**config.mk**
```make
export PLATFORM = sky130hd
export DESIGN_NAME = audio_player
export DESIGN_NICKNAME = d
export VERILOG_FILES = /design/src/rtl/audio_pkg.sv /design/src/rtl/audio_pwm_dac.sv /design/src/rtl/audio_player.sv
export SDC_FILE = /design/constraint.sdc
export NUM_CORES = 1
export LEC_CHECK = 0
export ABC_AREA = 1
export CORE_MARGIN = 10
export CORE_UTILIZATION = 39
export CTS_BUF_LIST = sky130_fd_sc_hd__clkbuf_16
export DETAILED_ROUTE_END_ITERATION = 6
export PLACE_DENSITY_LB_ADDON = 0.15
export SYNTH_ARGS = -nofsm -noshare
export SYNTH_HDL_FRONTEND = slang
export SYNTH_SLANG_ARGS = --single-unit
```
**constraint.sdc**
```tcl
create_clock -name clk -period 6.1 [get_ports clk]
set_clock_uncertainty 0.1 [all_clocks]
set_input_delay 0.61 -clock clk [delete_from_list [all_inputs] [get_ports clk]]
set_output_delay 0.61 -clock clk [all_outputs]
set_load 0.01 [all_outputs]
```
**src/rtl/audio_pkg.sv**
```systemverilog
// Shared types and defaults for the audio player block.
package audio_pkg;
    localparam int ADDR_W   = 19;
    localparam int SAMPLE_W = 8;
    localparam int DIV_W    = 16;

    localparam logic [ADDR_W-1:0] DEF_BASE_ADDR  = 19'd3;
    localparam int                DEF_SAMPLE_DIV = 3125;

    typedef enum logic [1:0] {
        ST_IDLE  = 2'd0,
        ST_FETCH = 2'd1,
        ST_PLAY  = 2'd2,
        ST_DONE  = 2'd3
    } state_e;
endpackage

```
**src/rtl/audio_pwm_dac.sv**
```systemverilog
// 8-bit free-running PWM DAC: output high while counter is below the sample value.
module audio_pwm_dac
    import audio_pkg::*;
(
    input  logic                clk,
    input  logic                clr,
    input  logic [SAMPLE_W-1:0] sample,
    input  logic                enable,
    output logic                pwm
);
    logic [SAMPLE_W-1:0] cnt_q;

    always_ff @(posedge clk or posedge clr) begin
        if (clr) cnt_q <= '0;
        else     cnt_q <= cnt_q + 1'b1;
    end

    assign pwm = enable && (cnt_q < sample);
endmodule

```
**src/rtl/audio_player.sv**
```systemverilog
// Sample playback sequencer: fetches bytes from memory and plays them through the PWM DAC.
// Define AUDIO_PREFETCH_EN for the gapless build that fetches the next sample during PLAY.
//   state | meaning
//   IDLE  | waiting for start
//   FETCH | memory request outstanding for audio_addr
//   PLAY  | cur_sample driven for SAMPLE_DIV clocks
//   DONE  | playback finished, audio_done follows
module audio_player
    import audio_pkg::*;
#(
    parameter logic [ADDR_W-1:0] BASE_ADDR  = DEF_BASE_ADDR,
    parameter int                SAMPLE_DIV = DEF_SAMPLE_DIV
)(
    input  logic                clk,
    input  logic                clr,
    input  logic                start,
    input  logic [ADDR_W-1:0]   stop_pos,
    input  logic [SAMPLE_W-1:0] mem_data,
    input  logic                data_ready,
    output logic                audio_req,
    output logic [ADDR_W-1:0]   audio_addr,
    output logic                audio_done,
    output logic                busy,
    output logic                audio_pwm,
    output logic                shutdown_n
);
    localparam logic [DIV_W-1:0] DIV_LAST = DIV_W'(SAMPLE_DIV - 1);

    state_e              state_q;
    logic [ADDR_W-1:0]   addr_q, end_q, addr_inc_d;
    logic [SAMPLE_W-1:0] cur_sample_q;
    logic [DIV_W-1:0]    div_cnt_q;
    logic                req_q, done_q, busy_q, shdn_q, period_end_d;
`ifdef AUDIO_PREFETCH_EN
    logic [SAMPLE_W-1:0] next_sample_q;
    logic                next_valid_q;
`endif

    assign addr_inc_d   = addr_q + 1'b1;
    assign period_end_d = (div_cnt_q == DIV_LAST);

    always_ff @(posedge clk or posedge clr) begin
        if (clr) begin
            state_q       <= ST_IDLE;
            addr_q        <= '0;
            end_q         <= '0;
            cur_sample_q  <= '0;
            div_cnt_q     <= '0;
            req_q         <= 1'b0;
            done_q        <= 1'b0;
            busy_q        <= 1'b0;
            shdn_q        <= 1'b0;
`ifdef AUDIO_PREFETCH_EN
            next_sample_q <= '0;
            next_valid_q  <= 1'b0;
`endif
        end else begin
            case (state_q)
                ST_IDLE: begin
                    done_q <= 1'b0;
                    busy_q <= start;
                    if (start) begin
                        end_q     <= stop_pos;
                        addr_q    <= BASE_ADDR;
                        div_cnt_q <= '0;
                        if (stop_pos <= BASE_ADDR) begin
                            state_q <= ST_DONE;
                        end else begin
                            state_q <= ST_FETCH;
                            req_q   <= 1'b1;
                            shdn_q  <= 1'b1;
                        end
                    end
                end
                ST_FETCH: begin
                    if (data_ready) begin
                        cur_sample_q <= mem_data;
                        div_cnt_q    <= '0;
                        req_q        <= 1'b0;
                        state_q      <= ST_PLAY;
                    end
                end
                ST_PLAY: begin
                    if (period_end_d) begin
                        div_cnt_q <= '0;
                        addr_q    <= addr_inc_d;
                        if (addr_inc_d == end_q) begin
                            state_q <= ST_DONE;
                            req_q   <= 1'b0;
                            shdn_q  <= 1'b0;
`ifdef AUDIO_PREFETCH_EN
                        end else if (req_q && data_ready) begin
                            // late prefetch landing on the boundary goes straight to the DAC
                            cur_sample_q <= mem_data;
                            req_q        <= 1'b0;
                        end else if (next_valid_q) begin
                            cur_sample_q <= next_sample_q;
                            next_valid_q <= 1'b0;
`endif
                        end else begin
                            state_q <= ST_FETCH;
                            req_q   <= 1'b1;
                        end
                    end else begin
                        div_cnt_q <= div_cnt_q + 1'b1;
`ifdef AUDIO_PREFETCH_EN
                        if (req_q && data_ready) begin
                            next_sample_q <= mem_data;
                            next_valid_q  <= 1'b1;
                            req_q         <= 1'b0;
                        end else if (!req_q && !next_valid_q && addr_inc_d != end_q) begin
                            req_q <= 1'b1;
                        end
`endif
                    end
                end
                ST_DONE: begin
                    done_q  <= 1'b1;
                    state_q <= ST_IDLE;
                end
                default: state_q <= ST_IDLE;
            endcase
        end
    end

`ifdef AUDIO_PREFETCH_EN
    // during PLAY the outstanding request is always for the following sample
    assign audio_addr = (state_q == ST_PLAY) ? addr_inc_d : addr_q;
`else
    assign audio_addr = addr_q;
`endif
    assign audio_req  = req_q;
    assign audio_done = done_q;
    assign busy       = busy_q;
    assign shutdown_n = shdn_q;

    audio_pwm_dac u_dac (
        .clk    (clk),
        .clr    (clr),
        .sample (cur_sample_q),
        .enable (state_q == ST_PLAY),
        .pwm    (audio_pwm)
    );
endmodule

```
==> impl_metrics.xml <==
<?xml version="1.0" encoding="UTF-8"?>
<metrics>
  <group name="sta">
    <metric name="grt_setup_unrepaired" unit="">no</metric>
    <metric name="setup_viol" unit="">0</metric>
    <metric name="post-route-period-util" unit="%">59.2</metric>
    <metric name="max_clock_freq" unit="MHz">277</metric>
    <metric name="worst_slew_pin_slew" unit="ns">1.03</metric>
    <metric name="max_slew_margin" unit="%">31.0</metric>
    <metric name="slew_violations" unit="">0</metric>
    <metric name="timing.setup.tns" unit="ns">0</metric>
    <metric name="final_period_minus_worst_setup_slack" unit="ns">3.61</metric>
    <metric name="finalHoldViolCount" unit="">0</metric>
  </group>
  <group name="run_status">
    <metric name="status" unit="">finished, final reports clean</metric>
  </group>
  <group name="floorplan">
    <metric name="die-height" unit="microns">125</metric>
    <metric name="fp.dieW" unit="microns">125</metric>
    <metric name="floorplan.rows" unit="">38</metric>
    <metric name="core" unit="sq mm">0.0108</metric>
    <metric name="start_util" unit="%">39.8</metric>
    <metric name="floorplan.die_area" unit="sq mm">0.0156</metric>
    <metric name="top_level_port_count" unit="">55</metric>
  </group>
  <group name="min_path">
    <metric name="holdPathStages" unit="">1</metric>
    <metric name="worst_hold_start" unit="">u_dac.cnt_q[0]</metric>
    <metric name="hold_path_class" unit="">flop to flop</metric>
    <metric name="worstHoldEndpoint" unit="">u_dac.cnt_q[0]</metric>
  </group>
  <group name="yosys">
    <metric name="synth-edff-count" unit="">0</metric>
    <metric name="seq_area_frac_synth" unit="%">44.3</metric>
    <metric name="synth_fp_nets" unit="">583</metric>
    <metric name="most_instantiated_flip_flop_cell_in_the_synthesis_netlist" unit="">sky130_fd_sc_hd__dfrtp_1</metric>
    <metric name="synthesized_instance_count" unit="">536</metric>
    <metric name="synthTopCellsByArea" unit="">sky130_fd_sc_hd__dfrtp_1 44%, sky130_fd_sc_hd__nand2_1 10%, sky130_fd_sc_hd__inv_1 6.0%</metric>
    <metric name="synthDistinctLibCells" unit="">44</metric>
    <metric name="synthesis.yosys.warnings" unit="">0</metric>
    <metric name="postSynthAreaPerCell" unit="sq um">8.01</metric>
    <metric name="synth_top_area_share" unit="%">44.3</metric>
    <metric name="post_synthesis_async_set_or_reset_flop_share" unit="%">100</metric>
    <metric name="yosys_register_bits" unit="">76</metric>
    <metric name="yosys.area.top_type" unit="">sky130_fd_sc_hd__dfrtp_1</metric>
    <metric name="post_synth_instance_area" unit="sq mm">0.00430</metric>
  </group>
  <group name="placed_design">
    <metric name="placement.io_buffers" unit="">54</metric>
    <metric name="place_congestion" unit="">0.855</metric>
    <metric name="placed_wire_length_estimate_after_detailed_placement" unit="mm">7.97</metric>
  </group>
  <group name="clock_network">
    <metric name="ctsResizeCount" unit="">0</metric>
    <metric name="cts-buffers-inserted" unit="">9</metric>
    <metric name="hold_buffers" unit="">0</metric>
    <metric name="cts_post_setup_buffers_inserted" unit="">0</metric>
    <metric name="cts_tree" unit="">built</metric>
    <metric name="htree_num_levels" unit="">3</metric>
    <metric name="cts-root-to-sink-buffers" unit="">2</metric>
    <metric name="cts.clk_slew.worst_paths" unit="ns">0.06</metric>
    <metric name="cts_sinks" unit="">76</metric>
    <metric name="clk_latency" unit="ns">0.33</metric>
    <metric name="root_buffer" unit="">sky130_fd_sc_hd__clkbuf_16</metric>
  </group>
  <group name="pwr">
    <metric name="pwr_density_cell" unit="mW/mm^2">352</metric>
    <metric name="power.ir.vdd_worst" unit="V">0.000153</metric>
    <metric name="power.static_leakage" unit="nW">2.45</metric>
  </group>
  <group name="setup_path">
    <metric name="crit-reg2reg-launch" unit="">state_q[0]</metric>
    <metric name="critical_path.top_delay_family" unit="">simple AND/OR/NAND/NOR gates</metric>
    <metric name="setup.reg_to_reg.worst_slack" unit="ns">2.50</metric>
    <metric name="critical_path.n_buffers_inverters" unit="">3</metric>
    <metric name="endpoint_kind" unit="">flop</metric>
    <metric name="startpoint_type_of_the_worst_setup_path" unit="">input port</metric>
    <metric name="cp.arrival" unit="ns">3.71</metric>
    <metric name="required" unit="ns">6.20</metric>
    <metric name="slowest_delay" unit="ns">0.77</metric>
    <metric name="worst_path_max_delay_cell" unit="">sky130_fd_sc_hd__nand2_1</metric>
    <metric name="worstReg2RegEnd" unit="">audio_addr[3]</metric>
    <metric name="critical_path.most_common_cell" unit="">sky130_fd_sc_hd__nand2_1</metric>
    <metric name="crit_fanout" unit="">32</metric>
    <metric name="r2r_cells" unit="">10</metric>
    <metric name="cp_cell_sequence" unit="">clkdlybuf4s50_1, nand2_1, o21ai_0, nand2_1, clkinv_1, nand2_1, inv_1, nand3_1, o21ai_0</metric>
    <metric name="worst-setup-path-type" unit="">input port to flop</metric>
  </group>
  <group name="grt">
    <metric name="grtUsageMet1" unit="%">17.9</metric>
    <metric name="grt_overflow_total" unit="">0</metric>
    <metric name="grt_first_pass_wirelength" unit="mm">18.2</metric>
    <metric name="vias_in_the_first_global_route" unit="">3675</metric>
    <metric name="grt_max_degree" unit="">77</metric>
    <metric name="grt.total_usage" unit="%">13.7</metric>
    <metric name="grt_antenna_before_repair" unit="">0</metric>
    <metric name="grt.met3_usage" unit="%">3.38</metric>
    <metric name="gr-usage-met2" unit="%">21.8</metric>
    <metric name="top_usage_layer" unit="">met2</metric>
  </group>
  <group name="route">
    <metric name="post_drt_via_cell_ratio" unit="">5.01</metric>
    <metric name="vias" unit="">3702</metric>
    <metric name="sum_of_routed_wire_length_over_all_layers" unit="mm">10.6</metric>
    <metric name="drt_first_pass_iters" unit="">4</metric>
    <metric name="detail_route.iter0.violations" unit="">224</metric>
    <metric name="avgRoutedWirePerCell" unit="microns">14.4</metric>
    <metric name="drc" unit="">0</metric>
    <metric name="antenna_nets_post_route" unit="">0</metric>
  </group>
  <group name="layout">
    <metric name="layout_commonest_cell" unit="">sky130_fd_sc_hd__nand2_1</metric>
    <metric name="syn_to_final_growth" unit="%">22.7</metric>
    <metric name="layout_common_cells" unit="">120 x sky130_fd_sc_hd__nand2_1, 76 x sky130_fd_sc_hd__dfrtp_1, 69 x sky130_fd_sc_hd__inv_1, 59 x sky130_fd_sc_hd__nor2_1, 54 x sky130_fd_sc_hd__clkdlybuf4s50_1</metric>
    <metric name="layout.nets" unit="">642</metric>
    <metric name="antenna-diode-count" unit="">0</metric>
    <metric name="final_layout_size_suffix_gt1_share" unit="%">7.35</metric>
    <metric name="final_core_util" unit="%">48.9</metric>
  </group>
  <group name="flow_run">
    <metric name="timing.max_cap.violations" unit="">0</metric>
  </group>
</metrics>
## through the flow
stage               instance area (sq um)  total power, mW  worst slack (ns)  cells  hold WS (ns)
floorplan                            4300             1.15              3.45    536         0.334
global placement                     4990             1.34              2.12    724         0.356
detailed placement                   4990             1.35              2.05    724         0.365
CTS                                  5270             1.88              2.39    739         0.375
global route                         5270             2.00              1.98    739         0.382
finish                               5270             1.86              2.49    739         0.373
## cells by family after synthesis
family / share of synthesized area, %
AOI/OAI and AO/OA: 9.88
xor gates and xnor gates: 3.12
adders and majority gates: 4.66
buffers and inverters: 6.96
DFF: 44.3
muxes: 2.10
and+or+nand+nor: 29.0
## synth_stat cells (11+ instances only)
cell type	n
sky130_fd_sc_hd__ha_1	16
sky130_fd_sc_hd__dfrtp_1	76
sky130_fd_sc_hd__nor3_1	11
sky130_fd_sc_hd__nor2_1	59
sky130_fd_sc_hd__nand4_1	15
sky130_fd_sc_hd__o21ai_0	23
sky130_fd_sc_hd__nand2_1	120
sky130_fd_sc_hd__a21oi_1	28
sky130_fd_sc_hd__nand3_1	37
sky130_fd_sc_hd__o22ai_1	11
sky130_fd_sc_hd__inv_1	69
## final cells by class
type | count | area (sq um)
clock buffers | 9 | 225
clock inverters | 6 | 57.6
fillers | 1070 | 5520
inverters | 72 | 270
multi-input cells | 381 | 2090
flip-flops and latches | 76 | 1900
well taps | 140 | 175
repair buffers | 55 | 548
## state kept, by name, indices dropped and copies added (netlist names)
| register | flops |
|---|---|
| shutdown_n | 1 |
| div_cnt_q | 16 |
| cur_sample_q | 8 |
| audio_req | 1 |
| busy | 1 |
| state_q | 2 |
| end_q | 19 |
| audio_addr | 19 |
| u_dac.cnt_q | 8 |
| audio_done | 1 |
## power breakdown
group | total [mW] | internal, mW | switching, mW
sequential | 0.702 | 0.619 | 0.0830
combinational | 0.637 | 0.255 | 0.381
clock | 0.519 | 0.312 | 0.207
total | 1.86 | 1.19 | 0.671
## metal layers
layer	vias up	wire length [microns]	share of wire, %
met2	70	4920	46
met5	-	0	0
met3	9	571	5.4
met1	1735	4990	47
li1	1888	-	-
met4	0	136	1.3
## worst max path at each step
stage,start,end,slack (ns),depth (start not counted)
2_1_floorplan,clr,audio_addr[0],3.45,1
3_3_place_gp,start,audio_addr[3],2.12,9
3_5_place_dp,start,audio_addr[3],2.05,9
4_1_cts,start,audio_addr[3],2.39,9
5_1_grt,state_q[0],audio_addr[5],1.98,10
6_report,start,audio_addr[3],2.49,9
(Power assumes the default switching activity.)
